File: src/rtl/pce_bk_ctrl.sv
// pce_bk_ctrl
// Backup-RAM save/load sequencer. Moves the HuC backup RAM between the BRAM
// B-port and the mounted save image one sector at a time over the hps_io
// sd_* handshake. It also writes the "Format Save" header and gates save/load
// availability.
//
// Ports
//   clk_sys, reset_n          : system clock, asynchronous active-low reset
//   downloading               : ROM download in progress
//   img_mounted/size_nz/ro    : save image mount pulse and qualifiers
//   bk_load, bk_save, format  : request levels, acted on at their rising edge
//   slot                      : save slot, latched when a transfer starts
//   sd_ack                    : hps_io acknowledge
//   sd_lba, sd_rd, sd_wr      : sector address and read/write request
//   sec_idx                   : current sector, high bits of the BRAM B address
//   def_we/def_addr/def_data  : header word write port
//   bk_ena, bk_busy           : save/load permitted, operation in progress
//   bk_loading                : load in progress (held in core reset)
//   bk_err                    : sticky acknowledge timeout
module pce_bk_ctrl #(
  parameter int unsigned SECTORS     = 32'd16,
  parameter int unsigned SLOT_W      = 32'd2,
  parameter int unsigned ACK_TIMEOUT = 32'd16777216
) (
  input  logic                       clk_sys,
  input  logic                       reset_n,
  input  logic                       downloading,
  input  logic                       img_mounted,
  input  logic                       img_size_nz,
  input  logic                       img_readonly,
  input  logic                       bk_load,
  input  logic                       bk_save,
  input  logic                       format,
  input  logic [SLOT_W-1:0]          slot,
  input  logic                       sd_ack,
  output logic [31:0]                sd_lba,
  output logic                       sd_rd,
  output logic                       sd_wr,
  output logic [$clog2(SECTORS)-1:0] sec_idx,
  output logic                       def_we,
  output logic [1:0]                 def_addr,
  output logic [15:0]                def_data,
  output logic                       bk_ena,
  output logic                       bk_busy,
  output logic                       bk_loading,
  output logic                       bk_err
);

  localparam int unsigned SEC_W = $clog2(SECTORS);
  localparam int unsigned TO_W  = $clog2(ACK_TIMEOUT + 32'd1);
  localparam int unsigned PAD_W = 32'd32 - SLOT_W - SEC_W;

  localparam logic [SEC_W-1:0] SEC_LAST = SEC_W'(SECTORS - 32'd1);
  localparam logic [SEC_W-1:0] SEC_ONE  = SEC_W'(32'd1);
  localparam logic [TO_W-1:0]  TO_LAST  = TO_W'(ACK_TIMEOUT - 32'd1);
  localparam logic [TO_W-1:0]  TO_ONE   = TO_W'(32'd1);

  typedef enum logic [1:0] {
    ST_IDLE = 2'd0,
    ST_REQ  = 2'd1,
    ST_XFER = 2'd2,
    ST_FMT  = 2'd3
  } state_t;

  // Empty-save header, one 16-bit word per address.
  function automatic logic [15:0] hdr_word(input logic [1:0] a);
    logic [15:0] w;
    case (a)
      2'd0:    w = 16'h5548;
      2'd1:    w = 16'h4D42;
      2'd2:    w = 16'h8800;
      2'd3:    w = 16'h8010;
      default: w = 16'h0000;
    endcase
    return w;
  endfunction

  state_t             state_r, state_nx_s;
  logic               load_q_r, save_q_r, fmt_q_r, ack_q_r, dl_q_r;
  logic [SLOT_W-1:0]  slot_r, slot_nx_s;
  logic               dir_load_r, dir_nx_s;
  logic [SEC_W-1:0]   sec_idx_r, sec_nx_s;
  logic [31:0]        sd_lba_r, lba_nx_s;
  logic               sd_rd_r, rd_nx_s, sd_wr_r, wr_nx_s;
  logic [TO_W-1:0]    to_cnt_r, to_nx_s;
  logic               bk_busy_r, busy_nx_s, bk_loading_r, loading_nx_s;
  logic               bk_err_r, err_nx_s, bk_ena_r;
  logic               def_we_r, we_nx_s;
  logic [1:0]         def_addr_r, addr_nx_s;
  logic [15:0]        def_data_r, data_nx_s;

  logic load_edge_s, save_edge_s, fmt_edge_s, ack_rise_s, ack_fall_s;

  assign load_edge_s = bk_load & ~load_q_r;
  assign save_edge_s = bk_save & ~save_q_r;
  assign fmt_edge_s  = format & ~fmt_q_r;
  assign ack_rise_s  = sd_ack & ~ack_q_r;
  assign ack_fall_s  = ~sd_ack & ack_q_r;

  // Registered copies of the request levels, sd_ack and downloading for edge detection.
  always_ff @(posedge clk_sys or negedge reset_n) begin
    if (!reset_n) begin
      load_q_r <= 1'b0;
      save_q_r <= 1'b0;
      fmt_q_r  <= 1'b0;
      ack_q_r  <= 1'b0;
      dl_q_r   <= 1'b0;
    end else begin
      load_q_r <= bk_load;
      save_q_r <= bk_save;
      fmt_q_r  <= format;
      ack_q_r  <= sd_ack;
      dl_q_r   <= downloading;
    end
  end

  // Save/load enable: a valid mount during download sets it (and beats a
  // same-cycle clear); a new download start clears it.
  always_ff @(posedge clk_sys or negedge reset_n) begin
    if (!reset_n) begin
      bk_ena_r <= 1'b0;
    end else if (downloading & img_mounted & img_size_nz & ~img_readonly) begin
      bk_ena_r <= 1'b1;
    end else if (downloading & ~dl_q_r) begin
      bk_ena_r <= 1'b0;
    end else begin
      bk_ena_r <= bk_ena_r;
    end
  end

  // Sequencer state register.
  always_ff @(posedge clk_sys or negedge reset_n) begin
    if (!reset_n) begin
      state_r <= ST_IDLE;
    end else begin
      state_r <= state_nx_s;
    end
  end

  // Next state and next values of every registered output.
  always_comb begin
    state_nx_s   = state_r;
    slot_nx_s    = slot_r;
    dir_nx_s     = dir_load_r;
    sec_nx_s     = sec_idx_r;
    lba_nx_s     = sd_lba_r;
    rd_nx_s      = sd_rd_r;
    wr_nx_s      = sd_wr_r;
    to_nx_s      = to_cnt_r;
    busy_nx_s    = bk_busy_r;
    loading_nx_s = bk_loading_r;
    err_nx_s     = bk_err_r;
    we_nx_s      = 1'b0;
    addr_nx_s    = def_addr_r;
    data_nx_s    = def_data_r;
    case (state_r)
      ST_IDLE: begin
        // An accepted load/save swallows a coincident format edge.
        if ((load_edge_s | save_edge_s) & bk_ena_r) begin
          state_nx_s   = ST_REQ;
          slot_nx_s    = slot;
          dir_nx_s     = load_edge_s;
          sec_nx_s     = {SEC_W{1'b0}};
          lba_nx_s     = {{PAD_W{1'b0}}, slot, {SEC_W{1'b0}}};
          rd_nx_s      = load_edge_s;
          wr_nx_s      = ~load_edge_s;
          to_nx_s      = {TO_W{1'b0}};
          busy_nx_s    = 1'b1;
          loading_nx_s = load_edge_s;
          err_nx_s     = 1'b0;
        end else if (fmt_edge_s) begin
          state_nx_s = ST_FMT;
          we_nx_s    = 1'b1;
          addr_nx_s  = 2'd0;
          data_nx_s  = hdr_word(2'd0);
          busy_nx_s  = 1'b1;
        end else begin
          state_nx_s = ST_IDLE;
        end
      end
      ST_REQ: begin
        // An acknowledge arriving on the final count still wins over the timeout.
        if (ack_rise_s) begin
          rd_nx_s    = 1'b0;
          wr_nx_s    = 1'b0;
          state_nx_s = ST_XFER;
        end else if (to_cnt_r == TO_LAST) begin
          rd_nx_s      = 1'b0;
          wr_nx_s      = 1'b0;
          loading_nx_s = 1'b0;
          busy_nx_s    = 1'b0;
          err_nx_s     = 1'b1;
          state_nx_s   = ST_IDLE;
        end else begin
          to_nx_s = to_cnt_r + TO_ONE;
        end
      end
      ST_XFER: begin
        if (ack_fall_s) begin
          if (sec_idx_r == SEC_LAST) begin
            busy_nx_s    = 1'b0;
            loading_nx_s = 1'b0;
            state_nx_s   = ST_IDLE;
          end else begin
            sec_nx_s   = sec_idx_r + SEC_ONE;
            lba_nx_s   = {{PAD_W{1'b0}}, slot_r, sec_nx_s};
            rd_nx_s    = dir_load_r;
            wr_nx_s    = ~dir_load_r;
            to_nx_s    = {TO_W{1'b0}};
            state_nx_s = ST_REQ;
          end
        end else begin
          state_nx_s = ST_XFER;
        end
      end
      ST_FMT: begin
        // def_addr doubles as the header word counter.
        if (def_addr_r == 2'd3) begin
          busy_nx_s  = 1'b0;
          addr_nx_s  = 2'd0;
          data_nx_s  = 16'h0000;
          state_nx_s = ST_IDLE;
        end else begin
          we_nx_s   = 1'b1;
          addr_nx_s = def_addr_r + 2'd1;
          data_nx_s = hdr_word(addr_nx_s);
        end
      end
      default: begin
        state_nx_s = ST_IDLE;
      end
    endcase
  end

  // Datapath and output registers.
  always_ff @(posedge clk_sys or negedge reset_n) begin
    if (!reset_n) begin
      slot_r       <= {SLOT_W{1'b0}};
      dir_load_r   <= 1'b0;
      sec_idx_r    <= {SEC_W{1'b0}};
      sd_lba_r     <= 32'd0;
      sd_rd_r      <= 1'b0;
      sd_wr_r      <= 1'b0;
      to_cnt_r     <= {TO_W{1'b0}};
      bk_busy_r    <= 1'b0;
      bk_loading_r <= 1'b0;
      bk_err_r     <= 1'b0;
      def_we_r     <= 1'b0;
      def_addr_r   <= 2'd0;
      def_data_r   <= 16'h0000;
    end else begin
      slot_r       <= slot_nx_s;
      dir_load_r   <= dir_nx_s;
      sec_idx_r    <= sec_nx_s;
      sd_lba_r     <= lba_nx_s;
      sd_rd_r      <= rd_nx_s;
      sd_wr_r      <= wr_nx_s;
      to_cnt_r     <= to_nx_s;
      bk_busy_r    <= busy_nx_s;
      bk_loading_r <= loading_nx_s;
      bk_err_r     <= err_nx_s;
      def_we_r     <= we_nx_s;
      def_addr_r   <= addr_nx_s;
      def_data_r   <= data_nx_s;
    end
  end

  assign sd_lba     = sd_lba_r;
  assign sd_rd      = sd_rd_r;
  assign sd_wr      = sd_wr_r;
  assign sec_idx    = sec_idx_r;
  assign def_we     = def_we_r;
  assign def_addr   = def_addr_r;
  assign def_data   = def_data_r;
  assign bk_ena     = bk_ena_r;
  assign bk_busy    = bk_busy_r;
  assign bk_loading = bk_loading_r;
  assign bk_err     = bk_err_r;

endmodule

File: config.mk
export PLATFORM = sky130hd
export DESIGN_NAME = pce_bk_ctrl
export DESIGN_NICKNAME = d
export VERILOG_FILES = /design/src/rtl/pce_bk_ctrl.sv
export SDC_FILE = /design/constraint.sdc
export NUM_CORES = 1
export LEC_CHECK = 0
export BUFFER_PORTS_ARGS = -buffer_cell sky130_fd_sc_hd__buf_4
export CORE_ASPECT_RATIO = 0.6
export CORE_MARGIN = 2
export CORE_UTILIZATION = 30
export DETAILED_ROUTE_END_ITERATION = 7
export GPL_ROUTABILITY_DRIVEN = 0
export PLACE_DENSITY = 0.56
export SKIP_CTS_REPAIR_TIMING = 1
export SLEW_MARGIN = 20
export SYNTH_ARGS = -nofsm -noshare
export SYNTH_HDL_FRONTEND = slang
export SYNTH_SLANG_ARGS = --single-unit
File: constraint.sdc
create_clock -name clk_sys -period 2.2 [get_ports clk_sys]
set_input_delay 0.44 -clock clk_sys [delete_from_list [all_inputs] [get_ports clk_sys]]
set_output_delay 0.44 -clock clk_sys [all_outputs]
set_load 0.05 [all_outputs]
==> results of run 1 <==
-- registers in the layout, indices dropped and copies added, names as in the netlist, 2 cells and up --
| register | flops |
|---|---|
| to_cnt_r | 25 |
| def_data | 6 |
| sd_lba | 3 |
| sec_idx | 3 |
| slot_r | 2 |
| state_r | 2 |
-- final cells by class --
class	instances	area, um2
sequential	55	1380
multi-input combinational	267	1830
clock inverter	2	38.8
inverter	25	96.3
fill	1130	6750
timing repair buffer	109	867
clock buffer	6	139
tap	160	200
-- worst max-delay path: stages, from the launching register on --
cell       delay, ns
dfrtp_2         0.41
inv_2           0.07
ha_4            0.17
inv_4           0.06
buf_6           0.10
nor2_4          0.04
a2111o_1        0.38
buf_4           0.16
clkbuf_16       0.15
or4_1           0.46
o21ai_1         0.08
-- routing by layer --
metal	global-route usage, %	vias to the layer above
li1	-	1482
met5	0	-
met3	5.55	8
met2	18.6	132
met4	2.70	0
met1	25.7	1476
-- stage by stage --
step	std cells	area (um2)	utilization [%]	TNS (ns)
2_1_floorplan	405	3600	-	0
3_3_place_gp	609	4190	37.1	-0.00105
3_5_place_dp	609	4190	37.1	-0.384
4_1_cts	617	4370	38.7	-0.679
5_1_grt	624	4550	40.3	-0.0343
6_report	624	4550	40.3	0
-- final timing paths --
check,startpoint,endpoint,slack (ns)
min,reset_n,to_cnt_r[0],0.20
max reg2reg,state_r[0],to_cnt_r[13],0.06
max in group asynchronous,reset_n,sec_idx[0],1.47
min in group clk_sys,bk_save,save_q_r,0.25
min reg2reg,sd_lba[4],sd_lba[4],0.49
max,state_r[0],to_cnt_r[13],0.06
-- synth_stat cells (9+ instances only) --
cell type	n
clkbuf_1	12
mux2i_1	9
dfrtp_1	55
a21oi_1	13
a31oi_1	12
ha_1	10
o21ai_0	22
nand3_1	14
nand4_1	14
buf_4	43
inv_1	25
nand2_1	24
nor3_1	10
nor2_1	14
-- power by group through the flow --
| stage | registers [W] | logic (W) | clock network (W) |
|---|---|---|---|
| 5_1_grt | 0.00136 | 0.00320 | 0.00105 |
| 4_1_cts | 0.00132 | 0.00267 | 0.000996 |
| 6_report | 0.00133 | 0.00301 | 0.000975 |
| 3_3_place_gp | 0.00134 | 0.00263 | 0 |
| 2_1_floorplan | 0.00172 | 0.00134 | 0 |
| 3_5_place_dp | 0.00134 | 0.00266 | 0 |
-- cells by family after synthesis --
kind of cell             count (synthesis)  synth area share (%)
AND/OR/NAND/NOR                        116                  19.5
AO/OA/AOI/OAI                           91                  18.1
buffers and inverters                   83                  13.7
flip-flops                              55                  39.6
multiplexers                            17                  5.18
adder cells (fa/ha/maj)                 10                  3.60
other                                    1                 0.108
XOR/XNOR                                 1                 0.252
==> reports/qor.csv, run 1 <==
stage,metric,value,unit
run_status,status,completed,
finish,share of layout cells above drive strength 1,32.8,%
routing,top sig layer,met4,
global_route,vias in the first global route,2764,
worst_hold_path,Hold Crit Class,primary input to async pin,
global_route,initial antenna violation count,0,
sta,crit share post-route,97.4,%
global_route,gr usage total,15.6,%
die,# IOs,73,
die,Die Height,87.4,um
sta,crit path time final,2.14,ns
sta,Slew headroom,51.2,%
logic_synthesis,Post-Syn Area,3480,um2
logic_synthesis,Post-synth top flop,dfrtp_1,
pwr,Power Total,0.00532,W
routing,metal3 WL,932,um
die,die area,12500,um2
logic_synthesis,synth warn,0,
finish,"commonest non-fill, non-tap cell in the layout",buf_4,
logic_synthesis,"EDFF count, synth",0,
clock_network,CTS tree,built,
finish,antenna diode instance count,0,
routing,Vias/cell,4.96,
clock_network,H-tree levels,2,
routing,DRC violation total after the first TritonRoute iteration,239,
sta,Max Clock Skew,0.00394,ns
setup_path,Critical Path Fanout Max,7,
routing,wire per inst,15.5,um
logic_synthesis,Yosys reg bits,55,
pwr,Clock power frac,18.3,%
pwr,Max IR drop VDD,0.549,mV
routing,remaining antenna violation count,0,
logic_synthesis,leading post-synthesis cells by cell area,"dfrtp_1 40%, buf_4 9.3%, ha_1 3.6%",
logic_synthesis,register area share after synthesis,39.6,%
sta,worst setup slack after layout,0.0563,ns
logic_synthesis,Netlist cell types,60,
routing,final WL,9700,um
clock_network,clk root buf,clkbuf_16,
global_route,grt ovf,0,
routing,met1 wire length,5170,um
clock_network,clock slew at reported path FFs,0.07,ns
pwr,P per Cell Area,1170,nW/um2
setup_path,WP data arrival,2.38,ns
die,Site Rows,30,
finish,P&R area growth vs syn,30.9,%
place,Post-DP HPWL,7150,um
routing,Met2 Wirelength,3540,um
flow_run,max cap viols,0,
routing,Pre-antenna DRT Iters,5,
sta,max-slew violations,0,
sta,hold slack final,0.195,ns
setup_path,Worst Setup Start Kind,flip-flop,
clock_network,Longest Clk Path Bufs,2,
clock_network,Sink Count,55,
sta,maximum clock rate,466,MHz
routing,final routed DRC violation total,0,
finish,nets,485,
die,core area,11300,um2
finish,"commonest non-fill, non-tap cells in the layout","103 x buf_4, 52 x dfrtp_1, 32 x conb_1",
setup_path,R2R depth,10,
die,die width,143,um
pwr,sequential share of power,25.1,%
sta,worst slew pin tran,0.732,ns
clock_network,"Clk Latency, worst-skew pair",0.30,ns
setup_path,WS Path Type,flip-flop to flip-flop,
pwr,Int Pwr,0.00298,W
logic_synthesis,Synth Area per Inst,9.30,um2
setup_path,Crit. End Element,flip-flop,
pwr,NetSw,0.00234,W
logic_synthesis,Yosys top cell area share,39.6,%
pwr,Sw Ratio,43.9,%
place,Place WS,-0.0876,ns
pwr,combinational fraction of design power,56.6,%
sta,final hold violations,0,
pwr,Leak,2.02,nW
place,number of buffers added on ports,40,
logic_synthesis,Synth Instances,374,
sta,# setup viols final,0,
global_route,largest net degree at the start of global routing,56,
die,Initial Utilization,30.8,%
clock_network,CTS Buf Count,5,
sta,RSZ-0062 raised after global routing,true,
logic_synthesis,cell taking the most area after synthesis,dfrtp_1,
setup_path,Critical Path RT,2.43,ns
routing,vias,3098,
logic_synthesis,asr flop ratio synth,100,%
global_route,global-route wire length before repair,15100,um
No activity file was read; power rests on OpenSTA's default activity.
==> run 2: changes to the inputs <==
--- a/config.mk
+++ b/config.mk
@@ -5,13 +5,15 @@
 export SDC_FILE = /design/constraint.sdc
 export NUM_CORES = 1
 export LEC_CHECK = 0
+export ABC_AREA = 1
 export BUFFER_PORTS_ARGS = -buffer_cell sky130_fd_sc_hd__buf_4
 export CORE_ASPECT_RATIO = 0.6
 export CORE_MARGIN = 2
 export CORE_UTILIZATION = 30
 export DETAILED_ROUTE_END_ITERATION = 7
 export GPL_ROUTABILITY_DRIVEN = 0
-export PLACE_DENSITY = 0.56
+export HOLD_SLACK_MARGIN = 0.02
+export PLACE_DENSITY_LB_ADDON = 0.25
 export SKIP_CTS_REPAIR_TIMING = 1
 export SLEW_MARGIN = 20
 export SYNTH_ARGS = -nofsm -noshare
==> run 2 against run 1 <==
Against the previous run:
- synthesized area decreased by 0.18%
- sequential cell count is the same
- die area down 0.17%
- clock power decreased by 19%
- sequential share of layout area rose by 4.8 points
- sequential power increased by 4%
- clock-buffer cell count rose by 1
- combinational power is 20% lower
- final area is 14% lower
- global-route usage down 1.5 points
==> reports/qor.csv, run 2 <==
stage,metric,value,unit,change
die,Initial Utilization,30.7,%,-0.055 points
sta,maximum clock rate,516,MHz,+11%
clock_network,"Clk Latency, worst-skew pair",0.29,ns,about the same
sta,crit share post-route,88.1,%,-9.3 points
place,Post-DP HPWL,6320,um,-12%
die,die width,143,um,about the same
clock_network,H-tree levels,2,,unchanged
run_status,status,completed,,
setup_path,Worst Setup Start Kind,flip-flop,,
setup_path,Crit. End Element,flip-flop,,
sta,RSZ-0062 raised after global routing,false,,
routing,vias,2865,,-7.5%
place,DP Cell Count,658,,+8.0%
global_route,vias in the first global route,2595,,-6.1%
sta,max-slew violations,0,,unchanged
pwr,Leak,1.95,nW,-3.3%
finish,Finished Layout Cells,666,,+6.7%
setup_path,"Cell Chain, Critical Path",inv_1 -> ha_1 -> nand2_1 -> nand2_1 -> nor2_1 -> nand2_1 -> nor2_2 -> nand2_4 -> inv_1 -> nand2_1 -> nand2_1,,
finish,multi-input logic area,1710,um2,-6.6%
logic_synthesis,compound-gate portion of the synthesized area,5.52,%,-13 points
logic_synthesis,xor/xnor share of the synthesized area,3.79,%,+3.5 points
global_route,largest net degree at the start of global routing,56,,unchanged
global_route,initial antenna violation count,0,,unchanged
logic_synthesis,asr flop ratio synth,100,%,unchanged
finish,nets,527,,+8.7%
finish,"commonest non-fill, non-tap cells in the layout","153 x nand2_1, 55 x dfrtp_1, 46 x nor2_1, 46 x buf_4, 39 x inv_1",,
setup_path,Critical Path RT,2.43,ns,about the same
finish,# fillers,1213,,+7.3%
routing,final routed DRC violation total,0,,unchanged
logic_synthesis,Synth Instances,468,,+25%
routing,wire per inst,12.3,um,-21%
finish,max reg flops,25,,unchanged
pwr,Power Total,0.00459,W,-14%
setup_path,WP data arrival,2.17,ns,-0.21 ns
logic_synthesis,Post-Syn Area,3470,um2,-0.18%
sta,worst setup slack after layout,0.261,ns,+0.205 ns
finish,"Most flops, register",to_cnt_r,,
clock_network,clock slew at reported path FFs,0.07,ns,about the same
die,die area,12500,um2,-0.17%
sta,setup TNS,0,ns,unchanged
global_route,grt ovf,0,,unchanged
finish,P&R area growth vs syn,12.8,%,
logic_synthesis,register area share after synthesis,39.7,%,+0.071 points
logic_synthesis,Yosys reg bits,55,,unchanged
clock_network,CTS tree,built,,
clock_network,clk root buf,clkbuf_16,,
logic_synthesis,simple-gate portion of the synthesized area,32.6,%,+13 points
routing,Vias/cell,4.30,,-13%
global_route,global-route wire length before repair,13600,um,-10%
finish,"commonest non-fill, non-tap cell in the layout",nand2_1,,
pwr,P per Cell Area,1170,nW/um2,+0.33%
global_route,gr usage total,14.1,%,-1.5 points
die,Die Height,87.3,um,about the same
finish,register area,1380,um2,-0.27%
logic_synthesis,Yosys top cell area share,39.7,%,+0.071 points
die,Site Rows,30,,unchanged
flow_run,max cap viols,0,,unchanged
place,number of buffers added on ports,40,,unchanged
pwr,Max IR drop VDD,0.601,mV,+9.5%
logic_synthesis,proportion of synthesized area in mux cells,0.288,%,-4.9 points
clock_network,CTS Buf Count,5,,unchanged
logic_synthesis,Synth Area per Inst,7.42,um2,-20%
logic_synthesis,cell taking the most area after synthesis,dfrtp_1,,
finish,Final Util,34.7,%,-5.6 points
logic_synthesis,largest family of logic cells by synthesized area,simple AND/OR/NAND/NOR gates,,
setup_path,CP max stage cell,dfrtp_1,,
setup_path,Max stage delay on crit path,0.45,ns,about the same
setup_path,Critical Path Fanout Max,10,,+3
sta,Max Clock Skew,0.00727,ns,+0.00333 ns
sta,final hold violations,0,,unchanged
logic_synthesis,"count leader, synth",nand2_1,,
routing,Pre-antenna DRT Iters,4,,-1
logic_synthesis,synth warn,0,,unchanged
sta,worst slew pin tran,0.728,ns,-0.00351 ns
sta,Slew headroom,51.5,%,+0.23 points
routing,DRC violation total after the first TritonRoute iteration,241,,+0.84%
worst_hold_path,Hold Crit Class,primary input to async pin,,
clock_network,Longest Clk Path Bufs,2,,unchanged
logic_synthesis,Post-synth top flop,dfrtp_1,,
clock_network,Sink Count,55,,unchanged
logic_synthesis,Post-synth top cells,"153 x nand2_1, 55 x dfrtp_1, 46 x nor2_1, 41 x buf_4, 39 x inv_1",,
sta,crit path time final,1.94,ns,-0.205 ns
routing,remaining antenna violation count,0,,unchanged
routing,final WL,8190,um,-16%
die,core area,11300,um2,unchanged
die,# IOs,73,,unchanged
logic_synthesis,post-synthesis adder-cell area fraction,3.60,%,+0.0065 points
finish,antenna diode instance count,0,,unchanged
setup_path,WS Path Type,flip-flop to flip-flop,,
logic_synthesis,leading post-synthesis cells by cell area,"dfrtp_1 40%, nand2_1 17%, buf_4 8.9%",,
finish,share of layout cells above drive strength 1,14.0,%,-19 points
logic_synthesis,"EDFF count, synth",0,,unchanged
logic_synthesis,Netlist cell types,28,,-53%
sta,# setup viols final,0,,unchanged
setup_path,cell mode on critical path,nand2_1,,
place,Place WS,0.308,ns,+0.396 ns
-- run 2: final timing paths --
path | to | slack (ns) | start | cells after the start
max | to_cnt_r[8] | 0.26 | state_r[0] | 11
min | to_cnt_r[5] | 0.20 | reset_n | 1
max reg2reg | to_cnt_r[8] | 0.26 | state_r[0] | 11
min reg2reg | bk_loading | 0.48 | bk_loading | 2
max in group asynchronous | to_cnt_r[15] | 1.51 | reset_n | 1
min in group clk_sys | save_q_r | 0.26 | bk_save | 1
-- run 2: metrics by stage --
step / cell area [um2] / hold slack [ns]
2_1_floorplan: 3590 / 0.144
3_3_place_gp: 3780 / 0.470
6_report: 3920 / 0.203
3_5_place_dp: 3780 / 0.468
5_1_grt: 3920 / 0.256
4_1_cts: 3920 / 0.246
-- run 2: per-layer routing --
layer | vias up | track usage [%] | part of all wire, % | wire length, um
met4 | 0 | 3.42 | 0.98 | 80
met3 | 7 | 4.01 | 7.1 | 578
met1 | 1306 | 22.8 | 57 | 4660
met2 | 81 | 17.6 | 35 | 2870
li1 | 1471 | - | - | -
met5 | - | 0 | 0 | 0
-- run 2: cell families after synthesis --
| family | after synthesis |
|---|---|
| AO/OA/AOI/OAI | 37 |
| XOR/XNOR | 15 |
| adder cells (fa/ha/maj) | 10 |
| buffers and inverters | 86 |
| flip-flops | 55 |
| multiplexers | 1 |
| other | 1 |
| AND/OR/NAND/NOR | 263 |
-- run 2: layout make-up --
type	instances	area share [%]
Multi-Input combinational cell	358	43.7
Sequential cell	55	35.1
Timing Repair Buffer	46	8.82
Tap cell	160	5.11
Inverter	39	3.74
Clock buffer	7	3.39
Clock inverter	1	0.128
-- run 2: power breakdown --
part	internal [W]	leakage [nW]	switching, W
combinational	0.000642	1.16	0.00177
clock	0.000423	0.0679	0.000365
sequential	0.00121	0.732	0.000177
-- run 2: worst max-delay path: cells and delay by family (launching register included) --
| family | cells | cell delay (ns) |
|---|---|---|
| buffers and inverters | 2 | 0.34 |
| AND/OR/NAND/NOR | 8 | 0.88 |
| flip-flops | 1 | 0.45 |
| adder cells (fa/ha/maj) | 1 | 0.23 |
==> run 3: changes to the inputs <==
==> constraint.sdc (replaced) <==
create_clock -name clk_sys -period 1.85 [get_ports clk_sys]
set_input_delay 0.37 -clock clk_sys [delete_from_list [all_inputs] [get_ports clk_sys]]
set_output_delay 0.37 -clock clk_sys [all_outputs]
set_load 0.05 [all_outputs]
==> run 3 against run 2 <==
Against the previous run:
- global-route usage barely moved
- worst setup slack got worse by 0.18 ns
- combinational power rose by 40%
- hold slack got worse by 0.068 ns
- utilization rose by 2.7 points
- total power rose by 33%
- sequential share of layout area fell by 2.5 points
- critical path depth did not move
- critical endpoint is now to_cnt_r[24]
- largest power group unchanged
- highest routed layer unchanged
==> reports/qor.csv, run 3 (synthesized netlist as in run 2, its figures left out) <==
stage,metric,value,unit,change
setup_path,CP max stage cell,dfrtp_1,,
finish,register area,1380,um2,about the same
die,Initial Utilization,30.7,%,unchanged
setup_path,WS Path Type,flip-flop to flip-flop,,
routing,Pre-antenna DRT Iters,5,,+1
die,core area,11300,um2,unchanged
finish,# fillers,1187,,-2.1%
die,Die Height,87.3,um,unchanged
routing,remaining antenna violation count,0,,unchanged
global_route,largest net degree at the start of global routing,56,,unchanged
routing,vias,2992,,+4.4%
place,Placed Area,3940,um2,+4.4%
setup_path,"delay-heaviest family, CP",simple AND/OR/NAND/NOR gates,,
place,number of buffers added on ports,40,,unchanged
finish,share of layout cells above drive strength 1,20.9,%,+6.9 points
global_route,gr usage total,14.1,%,about the same
pwr,P per Cell Area,1450,nW/um2,+24%
clock_network,clock slew at reported path FFs,0.07,ns,about the same
routing,final WL,8570,um,+4.7%
global_route,grt ovf,0,,unchanged
sta,maximum clock rate,565,MHz,+9.6%
setup_path,Crit. End Element,flip-flop,,
pwr,Leak,2.11,nW,+7.9%
place,Post-DP HPWL,6610,um,+4.6%
sta,# setup viols final,0,,unchanged
clock_network,CTS tree,built,,
routing,wire per inst,12.4,um,+0.93%
finish,"commonest non-fill, non-tap cell in the layout",nand2_1,,
finish,Finished Cell Area,4220,um2,+7.7%
sta,crit path time final,1.77,ns,-0.169 ns
sta,Slew headroom,51.2,%,-0.23 points
setup_path,cell mode on critical path,inv_1,,
setup_path,Critical Path Fanout Max,7,,-3
setup_path,Buf/Inv on CP,3,,+1
sta,worst slew pin tran,0.732,ns,+0.00348 ns
finish,nets,552,,+4.7%
setup_path,Worst Setup Start Kind,flip-flop,,
sta,crit share post-route,95.6,%,+7.5 points
clock_network,"Clk Latency, worst-skew pair",0.30,ns,about the same
setup_path,"Cell Chain, Critical Path",inv_1 -> ha_2 -> nand3_2 -> nand2_1 -> nor2_2 -> nand2_2 -> nor2_4 -> nand2_4 -> buf_4 -> o21ai_1 -> inv_1,,
clock_network,clk root buf,clkbuf_16,,
setup_path,Max stage delay on crit path,0.39,ns,-0.06 ns
die,die width,143,um,unchanged
global_route,global-route wire length before repair,13600,um,+0.40%
sta,Max Clock Skew,0.00812,ns,+0.000846 ns
die,Site Rows,30,,unchanged
setup_path,R2R Setup Slk,0.08,ns,-0.18 ns
run_status,status,completed,,
finish,multi-input logic area,1780,um2,+4.0%
finish,"Most flops, register",to_cnt_r,,
sta,max-slew violations,0,,unchanged
pwr,Max IR drop VDD,0.614,mV,+2.2%
finish,antenna diode instance count,0,,unchanged
setup_path,Critical Path RT,2.03,ns,-0.40 ns
die,die area,12500,um2,unchanged
clock_network,CTS Buf Count,5,,unchanged
finish,P&R area growth vs syn,21.5,%,
setup_path,WP data arrival,1.95,ns,-0.22 ns
global_route,vias in the first global route,2613,,+0.69%
routing,Vias/cell,4.33,,+0.65%
clock_network,H-tree levels,2,,unchanged
finish,max reg flops,25,,unchanged
flow_run,max cap viols,0,,unchanged
finish,"commonest non-fill, non-tap cells in the layout","150 x nand2_1, 70 x buf_4, 54 x dfrtp_1",,
routing,final routed DRC violation total,0,,unchanged
clock_network,Sink Count,55,,unchanged
clock_network,Longest Clk Path Bufs,2,,unchanged
sta,final hold violations,0,,unchanged
pwr,Power Total,0.00612,W,+33%
die,# IOs,73,,unchanged
routing,DRC violation total after the first TritonRoute iteration,244,,+1.2%
worst_hold_path,Hold Crit Class,primary input to async pin,,
global_route,initial antenna violation count,0,,unchanged
[run 3: cell types whose count changed in the layout (fill, tap and decap cells not counted), sizes merged]
cell	before	now
buf	46	71
bufinv	0	1
clkbuf	7	6
clkinvlp	0	1
inv	39	38
[run 3: area by class of cell]
type	instances	area share, %
Inverter	39	3.56
Multi-Input combinational cell	358	42.2
Sequential cell	55	32.7
Clock buffer	6	3.29
Timing Repair Buffer	71	12.7
Tap cell	160	4.75
Clock inverter	2	0.831
[run 3: per-stage QoR]
stage / instances / util [%] / setup TNS, ns / worst slack, ns / hold slack, ns
6_report: 691 / 37.3 / 0 / 0.0809 / 0.134
3_5_place_dp: 680 / 34.9 / 0 / 0.0376 / 0.472
5_1_grt: 691 / 37.3 / -0.0536 / -0.0260 / 0.181
4_1_cts: 688 / 36.4 / 0 / 0.0187 / 0.167
3_3_place_gp: 680 / 34.9 / 0 / 0.130 / 0.468
2_1_floorplan: 499 / - / 0 / 0.0669 / 0.0744
[run 3: final timing paths]
path,from,endpoint,cells past startpoint
worst max-delay path,state_r[1],to_cnt_r[24],11
worst min-delay path,reset_n,to_cnt_r[9],1
worst max register to register,state_r[1],to_cnt_r[24],11
worst min register to register,bk_busy,bk_busy,2
max in group asynchronous,reset_n,to_cnt_r[16],1
min in group clk_sys,bk_save,save_q_r,1
[run 3: power by group]
part           leakage [nW]  switching (W)  internal [W]
sequential            0.730       0.000183       0.00144
clock                0.0868       0.000437      0.000674
combinational          1.29        0.00232       0.00106
[run 3: per-layer routing]
metal	GRT usage [%]	wire length, um
met2	17.7	3200
met1	23.2	4710
met5	0	0
met3	3.24	570
met4	3.42	92
[run 3: worst reg2reg max path, delay by kind of cell (launching register included)]
| kind | cells | cell delay, ns |
|---|---|---|
| AO/OA/AOI/OAI | 1 | 0.11 |
| adder cells (fa/ha/maj) | 1 | 0.19 |
| buffers and inverters | 3 | 0.31 |
| flip-flops | 1 | 0.39 |
| AND/OR/NAND/NOR | 6 | 0.67 |
